**src/rtl/loader_pkg.sv**
```systemverilog
// Shared encodings for the program loader: FSM states, UART command bytes, halt word.
package loader_pkg;

  typedef enum logic [2:0] {
    ST_WAIT_LOCK = 3'd0,
    ST_IDLE      = 3'd1,
    ST_LOAD      = 3'd2,
    ST_RUN       = 3'd3,
    ST_STEP      = 3'd4,
    ST_DONE      = 3'd5
  } state_e;

  localparam logic [7:0]  CMD_LOAD  = 8'h01;
  localparam logic [7:0]  CMD_RUN   = 8'h02;
  localparam logic [7:0]  CMD_STEP  = 8'h03;
  localparam logic [7:0]  CMD_ABORT = 8'h04;

  localparam logic [31:0] HALT_WORD = 32'hFFFF_FFFF;

  // The CPU only leaves reset while it is running, stepping or parked after halt.
  function automatic logic cpu_in_reset(input state_e s);
    return !(s == ST_RUN || s == ST_STEP || s == ST_DONE);
  endfunction

endpackage

```
**src/rtl/prog_loader_word_assembler.sv**
```systemverilog
// Packs UART bytes MSB-first into instruction words and pulses when a word is complete.
module word_assembler #(
  parameter int NBITS = 32
) (
  input  logic             clk_i,
  input  logic             rst_i,
  input  logic             clr_i,
  input  logic             byte_vld_i,
  input  logic [7:0]       byte_i,
  output logic             done_o,      // last byte of a word accepted this cycle
  output logic [NBITS-1:0] word_nxt_o,  // word as it will look including byte_i
  output logic [NBITS-1:0] word_o,      // last completed word
  output logic             word_vld_o   // one-cycle pulse, cycle after done_o
);

  localparam int NBYTES = NBITS / 8;
  localparam int CW     = (NBYTES > 1) ? $clog2(NBYTES) : 1;
  localparam logic [CW-1:0] LAST_BYTE = CW'(NBYTES - 1);

  logic [NBITS-1:0] shift_q, shift_d;
  logic [NBITS-1:0] word_q, word_d;
  logic [CW-1:0]    cnt_q, cnt_d;
  logic             vld_q;

  assign word_nxt_o = {shift_q[NBITS-9:0], byte_i};
  assign done_o     = byte_vld_i && !clr_i && (cnt_q == LAST_BYTE);
  assign word_o     = word_q;
  assign word_vld_o = vld_q;

  // Next-state for shift register, byte counter and captured word; clear wins over data.
  always_comb begin
    shift_d = shift_q;
    cnt_d   = cnt_q;
    word_d  = word_q;
    if (clr_i) begin
      cnt_d = '0;
    end else if (byte_vld_i) begin
      shift_d = word_nxt_o;
      cnt_d   = done_o ? '0 : cnt_q + 1'b1;
      if (done_o) word_d = word_nxt_o;
    end
  end

  // State registers; async reset drops any pending word pulse.
  always_ff @(posedge clk_i or posedge rst_i) begin
    if (rst_i) begin
      shift_q <= '0;
      word_q  <= '0;
      cnt_q   <= '0;
      vld_q   <= 1'b0;
    end else begin
      shift_q <= shift_d;
      word_q  <= word_d;
      cnt_q   <= cnt_d;
      vld_q   <= done_o;
    end
  end

endmodule

```
**src/rtl/prog_loader.sv**
```systemverilog
// Boot/debug loader between the UART receiver and the CPU: lock gating, program
// download into instruction memory, free-run and single-step control.
module prog_loader
  import loader_pkg::*;
#(
  parameter int NBITS     = 32,
  parameter int CELDAS_M  = 70,
  parameter int ADDRNBITS = 7,
  parameter int LOCK_CYC  = 16
) (
  input  logic                 i_clk,
  input  logic                 i_reset,
  input  logic                 i_locked,
  input  logic [7:0]           i_rx_data,
  input  logic                 i_rx_done,
  input  logic                 i_cpu_halt,
  output logic                 o_imem_wr_en,
  output logic [ADDRNBITS-1:0] o_imem_addr,
  output logic [NBITS-1:0]     o_imem_data,
  output logic                 o_cpu_reset,
  output logic                 o_cpu_enable,
  output logic [2:0]           o_state,
  output logic                 o_full
);

  localparam int LCW = $clog2(LOCK_CYC + 1);
  localparam logic [LCW-1:0]       LOCK_MAX  = LCW'(LOCK_CYC);
  localparam logic [ADDRNBITS-1:0] LAST_ADDR = ADDRNBITS'(CELDAS_M - 1);

  state_e               state_q, state_d;
  logic [LCW-1:0]       lock_cnt_q, lock_cnt_d;
  logic [ADDRNBITS-1:0] addr_q, addr_d;
  logic                 full_q, full_d;
  logic                 cpu_reset_q, cpu_reset_d;
  logic                 cpu_en_q, cpu_en_d;
  logic                 step_pulse;
  logic                 asm_clr;
  logic                 byte_vld;
  logic                 word_done;
  logic [NBITS-1:0]     word_nxt;
  logic [NBITS-1:0]     word_q;
  logic                 word_vld_q;

  // Bytes only feed the assembler while loading with a stable clock.
  assign byte_vld = i_rx_done && i_locked && (state_q == ST_LOAD);

  word_assembler #(.NBITS(NBITS)) u_asm (
    .clk_i      (i_clk),
    .rst_i      (i_reset),
    .clr_i      (asm_clr),
    .byte_vld_i (byte_vld),
    .byte_i     (i_rx_data),
    .done_o     (word_done),
    .word_nxt_o (word_nxt),
    .word_o     (word_q),
    .word_vld_o (word_vld_q)
  );

  assign o_imem_wr_en = word_vld_q;
  assign o_imem_data  = word_q;
  assign o_imem_addr  = addr_q;
  assign o_cpu_reset  = cpu_reset_q;
  assign o_cpu_enable = cpu_en_q;
  assign o_state      = state_q;
  assign o_full       = full_q;

  // Next state, counters and CPU control; lock loss overrides everything at the end.
  always_comb begin
    state_d    = state_q;
    lock_cnt_d = lock_cnt_q;
    addr_d     = addr_q;
    full_d     = full_q;
    step_pulse = 1'b0;
    asm_clr    = 1'b0;

    // Address advances the cycle after a strobe; the final cell holds so it never wraps.
    if (word_vld_q && !full_q) addr_d = addr_q + 1'b1;

    if (i_locked && lock_cnt_q != LOCK_MAX) lock_cnt_d = lock_cnt_q + 1'b1;

    case (state_q)
      ST_WAIT_LOCK: begin
        if (lock_cnt_d == LOCK_MAX) state_d = ST_IDLE;
      end
      ST_IDLE: begin
        if (i_rx_done) begin
          case (i_rx_data)
            CMD_LOAD: begin
              state_d = ST_LOAD;
              addr_d  = '0;
              full_d  = 1'b0;
              asm_clr = 1'b1;
            end
            CMD_RUN:  state_d = ST_RUN;
            CMD_STEP: state_d = ST_STEP;
            default:  ;
          endcase
        end
      end
      ST_LOAD: begin
        // Decide on the completing byte so IDLE coincides with the strobe.
        if (word_done) begin
          if (addr_q == LAST_ADDR) begin
            full_d  = 1'b1;
            state_d = ST_IDLE;
          end
          if (word_nxt == NBITS'(HALT_WORD)) state_d = ST_IDLE;
        end
      end
      ST_RUN: begin
        if (i_cpu_halt)                                state_d = ST_DONE;
        else if (i_rx_done && i_rx_data == CMD_ABORT) state_d = ST_IDLE;
      end
      ST_STEP: begin
        if (i_cpu_halt) begin
          state_d = ST_DONE;
        end else if (i_rx_done) begin
          if (i_rx_data == CMD_ABORT)     state_d = ST_IDLE;
          else if (i_rx_data == CMD_STEP) step_pulse = 1'b1;
        end
      end
      ST_DONE: begin
        if (i_rx_done) begin
          if (i_rx_data == CMD_ABORT) begin
            state_d = ST_IDLE;
          end else if (i_rx_data == CMD_LOAD) begin
            state_d = ST_LOAD;
            addr_d  = '0;
            full_d  = 1'b0;
            asm_clr = 1'b1;
          end
        end
      end
      default: state_d = ST_WAIT_LOCK;
    endcase

    if (!i_locked) begin
      state_d    = ST_WAIT_LOCK;
      lock_cnt_d = '0;
      step_pulse = 1'b0;
    end

    cpu_reset_d = cpu_in_reset(state_d);
    cpu_en_d    = (state_d == ST_RUN) || step_pulse;
  end

  // State and registered outputs.
  always_ff @(posedge i_clk or posedge i_reset) begin
    if (i_reset) begin
      state_q     <= ST_WAIT_LOCK;
      lock_cnt_q  <= '0;
      addr_q      <= '0;
      full_q      <= 1'b0;
      cpu_reset_q <= 1'b1;
      cpu_en_q    <= 1'b0;
    end else begin
      state_q     <= state_d;
      lock_cnt_q  <= lock_cnt_d;
      addr_q      <= addr_d;
      full_q      <= full_d;
      cpu_reset_q <= cpu_reset_d;
      cpu_en_q    <= cpu_en_d;
    end
  end

endmodule
```
**config.mk**
```make
export PLATFORM = sky130hd
export DESIGN_NAME = prog_loader
export DESIGN_NICKNAME = d
export VERILOG_FILES = /design/src/rtl/loader_pkg.sv /design/src/rtl/prog_loader_word_assembler.sv /design/src/rtl/prog_loader.sv
export SDC_FILE = /design/constraint.sdc
export NUM_CORES = 1
export LEC_CHECK = 0
export CELL_PAD_IN_SITES_DETAIL_PLACEMENT = 2
export CELL_PAD_IN_SITES_GLOBAL_PLACEMENT = 2
export CORE_MARGIN = 2
export CORE_UTILIZATION = 30
export CTS_CLUSTER_SIZE = 28
export DETAILED_ROUTE_END_ITERATION = 10
export GPL_TIMING_DRIVEN = 0
export PLACE_DENSITY = 0.68
export SETUP_SLACK_MARGIN = 0.05
export SLEW_MARGIN = 20
export SYNTH_ARGS = -nofsm -noshare
export SYNTH_HDL_FRONTEND = slang
export SYNTH_SLANG_ARGS = --single-unit
```
**constraint.sdc**
```tcl
create_clock -name i_clk -period 2.95 [get_ports i_clk]
set_input_delay 0.885 -clock i_clk [delete_from_list [all_inputs] [get_ports i_clk]]
set_output_delay 0.885 -clock i_clk [all_outputs]
set_load 0.005 [all_outputs]
```
==> flow_summary.yaml <==
timing:
  hold_viol_final: 0
  fmax_ghz: 0.359
  setup_tns_ps: 0
  period_share: 0.946
  rsz0062_at_grt: "no"
  slew_headroom: 0.499
  fin_crit_ps: 2790
  clock_skew_ps: 3.28
  slew_violations: 0
  finalSetupViolCount: 0
  worst_pin_slew_ps: 751
  holdWs_ps: 510
global_routing:
  global_route.overflow_total: 0
  track_usage: 0.155
  grt_pass1_wl_um: 15100
  grt_pass1_vias: 2693
  antenna_found_initial: 0
  grt_max_degree: 46
synthesis:
  synth_xor_area_frac: 0.0253
  synth.distinct_cells: 47
  yosys_warnings: 0
  synth.cell_area_mm2: 0.00346
  syn_inst: 270
  synth_edf_count: 0
  synthesis.nets: 288
  ys_seq_area_frac: 0.557
  yosys-top-cells-area: "dfrtp_1 55%, mux2_2 18%, ha_1 1.8%"
  synth_top_area_share: 0.549
  synthAdderAreaFrac: 0.0181
  synth_top_family_by_area: "multiplexers"
  yosys_register_bits: 77
  async_reset_ff_frac: 1.00
  avgSynthCellArea_um2: 12.8
  synth_compound_area_frac: 0.0553
  synth.area.mux_share: 0.185
  synth_top_area_cell: "dfrtp_1"
  synth_flop_cell: "dfrtp_1"
  synth-simple-area-share: 0.132
clock_tree:
  worstSkewPairLatency_ps: 330
  root_buffer: "clkbuf_16"
  ctsHoldBuffers: 0
  cts_tree: "yes"
  clock_sinks: 77
  clockBufferDepth: 2
  cts_setup_buffers: 0
  numCtsBuffers: 9
  path_clk_slew_ps: 60
  htreeDepth: 3
layout:
  final_nets: 356
  final_area_mm2: 0.00454
  area_growth_syn_to_layout_pct: 31.1
  ff_latch_area_mm2: 0.00193
  layout-drive-gt1-share: 0.271
  n_antenna_cell: 0
  multi_input_area_mm2: 0.00146
  layoutNonFillerInstCount: 486
  fillers: 1189
setup_path:
  worstSetupPathType: "in -> reg"
  cp.arrival_ps: 2990
  max_stage_delay_ps: 470
  crit_chain: "dlygate4sd2_1 > or4_4 > buf_6 > or4_4 > buf_6 > o211ai_2 > o211ai_2 > a31oi_4 > o32ai_2"
  cp_slowest_cell: "or4_4"
  end_kind: "register"
  r2r_slack_ps: 420
  path_max_fanout: 6
  crit_path_start_kind: "input pin"
  worst_ep_required_time_ps: 3150
floorplanning:
  die_w_um: 111
  initial_core_util: 0.306
  ios: 59
  die_h_um: 111
  core_area_mm2: 0.0113
  rows: 39
  die_area_mm2: 0.0124
placed_design:
  io_buffers: 56
  post_dp_cell_area_mm2: 0.00423
  hpwl_um: 6300
  dp_cells: 470
  gp_congestion: 0.729
flow_run:
  maxCapViolCount: 0
route:
  drtPass1Iterations: 4
  drt-total-wl_um: 9080
  route.detailed.drc: 0
  ant_nets: 0
  avgViaCountPerCell: 4.99
  wl_per_cell_um: 18.7
  drt-initial-drc-count: 77
  vias: 2426
power_and_ir_drop:
  power_density_mw_per_mm2: 522
  peakVddDrop_mv: 0.276
  p_leak_nw: 2.03
  total_power_mw: 2.37
outcome:
  status: "finished clean"
min_path:
  hp-class: "reg -> reg"
## synth_stat cells, drive strengths merged (2+ instances only)
cell type	count
a211oi	2
a21oi	2
and2	4
buf	5
clkbuf	9
dfrtp	76
ha	5
inv	7
mux2	56
nand2	15
nand2b	7
nand3	6
nand3b	2
nand4	10
nor2	10
nor2b	3
nor3	3
nor4	3
o211ai	2
o21ai	7
o31ai	2
o32ai	2
or3	2
or3b	2
or4	2
or4bb	2
xnor2	7
xor2	3
## state kept, by name (all words and copies together), names as in the netlist, 2 cells and up
name	count
o_state	3
u_asm.word_o	32
lock_cnt_q	5
o_imem_addr	7
u_asm.cnt_q	2
u_asm.shift_q	24
## power by group
part | switching (mW) | internal (mW)
Combinational | 0.0774 | 0.0556
Sequential | 0.0251 | 1.08
Clock | 0.433 | 0.703
Total | 0.535 | 1.84
## per-layer routing
| layer | vias up | routed length (um) | track usage |
|---|---|---|---|
| met3 | 10 | 315 | 0.0425 |
| li1 | 1101 | - | - |
| met4 | 0 | 104 | 0.0395 |
| met5 | - | 0 | 0 |
| met1 | 1267 | 4220 | 0.205 |
| met2 | 48 | 4440 | 0.253 |
## worst max-delay path: cells and delay by family
kind | cells | cell delay, ps
AO/OA/AOI/OAI | 4 | 630
buffers and inverters | 3 | 580
AND/OR/NAND/NOR | 2 | 900
## kinds of logic (layout without fill, tap and decap cells)
kind of cell | Yosys count | in the layout
xor+xnor | 10 | 10
compound gates | 24 | 24
flops | 77 | 77
mux | 57 | 57
buf+inv | 21 | 94
fa+ha+maj | 5 | 5
simple gates | 76 | 76
## metrics by stage
stage	worst slack, ps	utilization
after global placement	-1290	0.371
final	161	0.401
after detailed placement	-604	0.374
after CTS	58.8	0.402
after floorplan	100	-
after global routing	88.7	0.401
## repair_timing
action                     CTS  global route
setup endpoints to repair   15            37
gates resized for setup      8             6
pin swaps                    3             3
## cells in the final DEF, fill, tap and decap left out, types with 3 or more instances in the layout
cell type and count:
nand2_1 15, buf_1 3, clkbuf_16 9, nor2_1 10
inv_1 6, nand3_1 5, xnor2_1 7, nor4_1 3
o21ai_0 4, clkbuf_1 8, xor2_1 3, nand2b_1 7
ha_1 5, mux2_2 56, dfrtp_1 76, nor2b_1 3
and2_1 3, o21ai_1 3, clkdlybuf4s50_1 52, clkbuf_2 3
nand4_1 10
## final cells by class
cell class / instances / share of cell area
sequential: 77 / 0.425
multi-input combinational: 172 / 0.320
timing repair buffer: 57 / 0.126
clock buffer: 11 / 0.0556
tap: 143 / 0.0394
buffer: 14 / 0.0152
clock inverter: 5 / 0.0127
inverter: 7 / 0.00634
## final timing paths
check                            startpoint                to  cells past startpoint
max                            i_rx_data[3]      o_cpu_enable                      9
min                        u_asm.word_o[26]  u_asm.word_o[26]                      1
max reg2reg                      o_state[2]            o_full                      6
min reg2reg                u_asm.word_o[26]  u_asm.word_o[26]                      1
max in group asynchronous           i_reset  u_asm.word_o[18]                      3
min in group asynchronous           i_reset        o_state[2]                      2
Note: power is estimated with default switching activity, not from simulation.
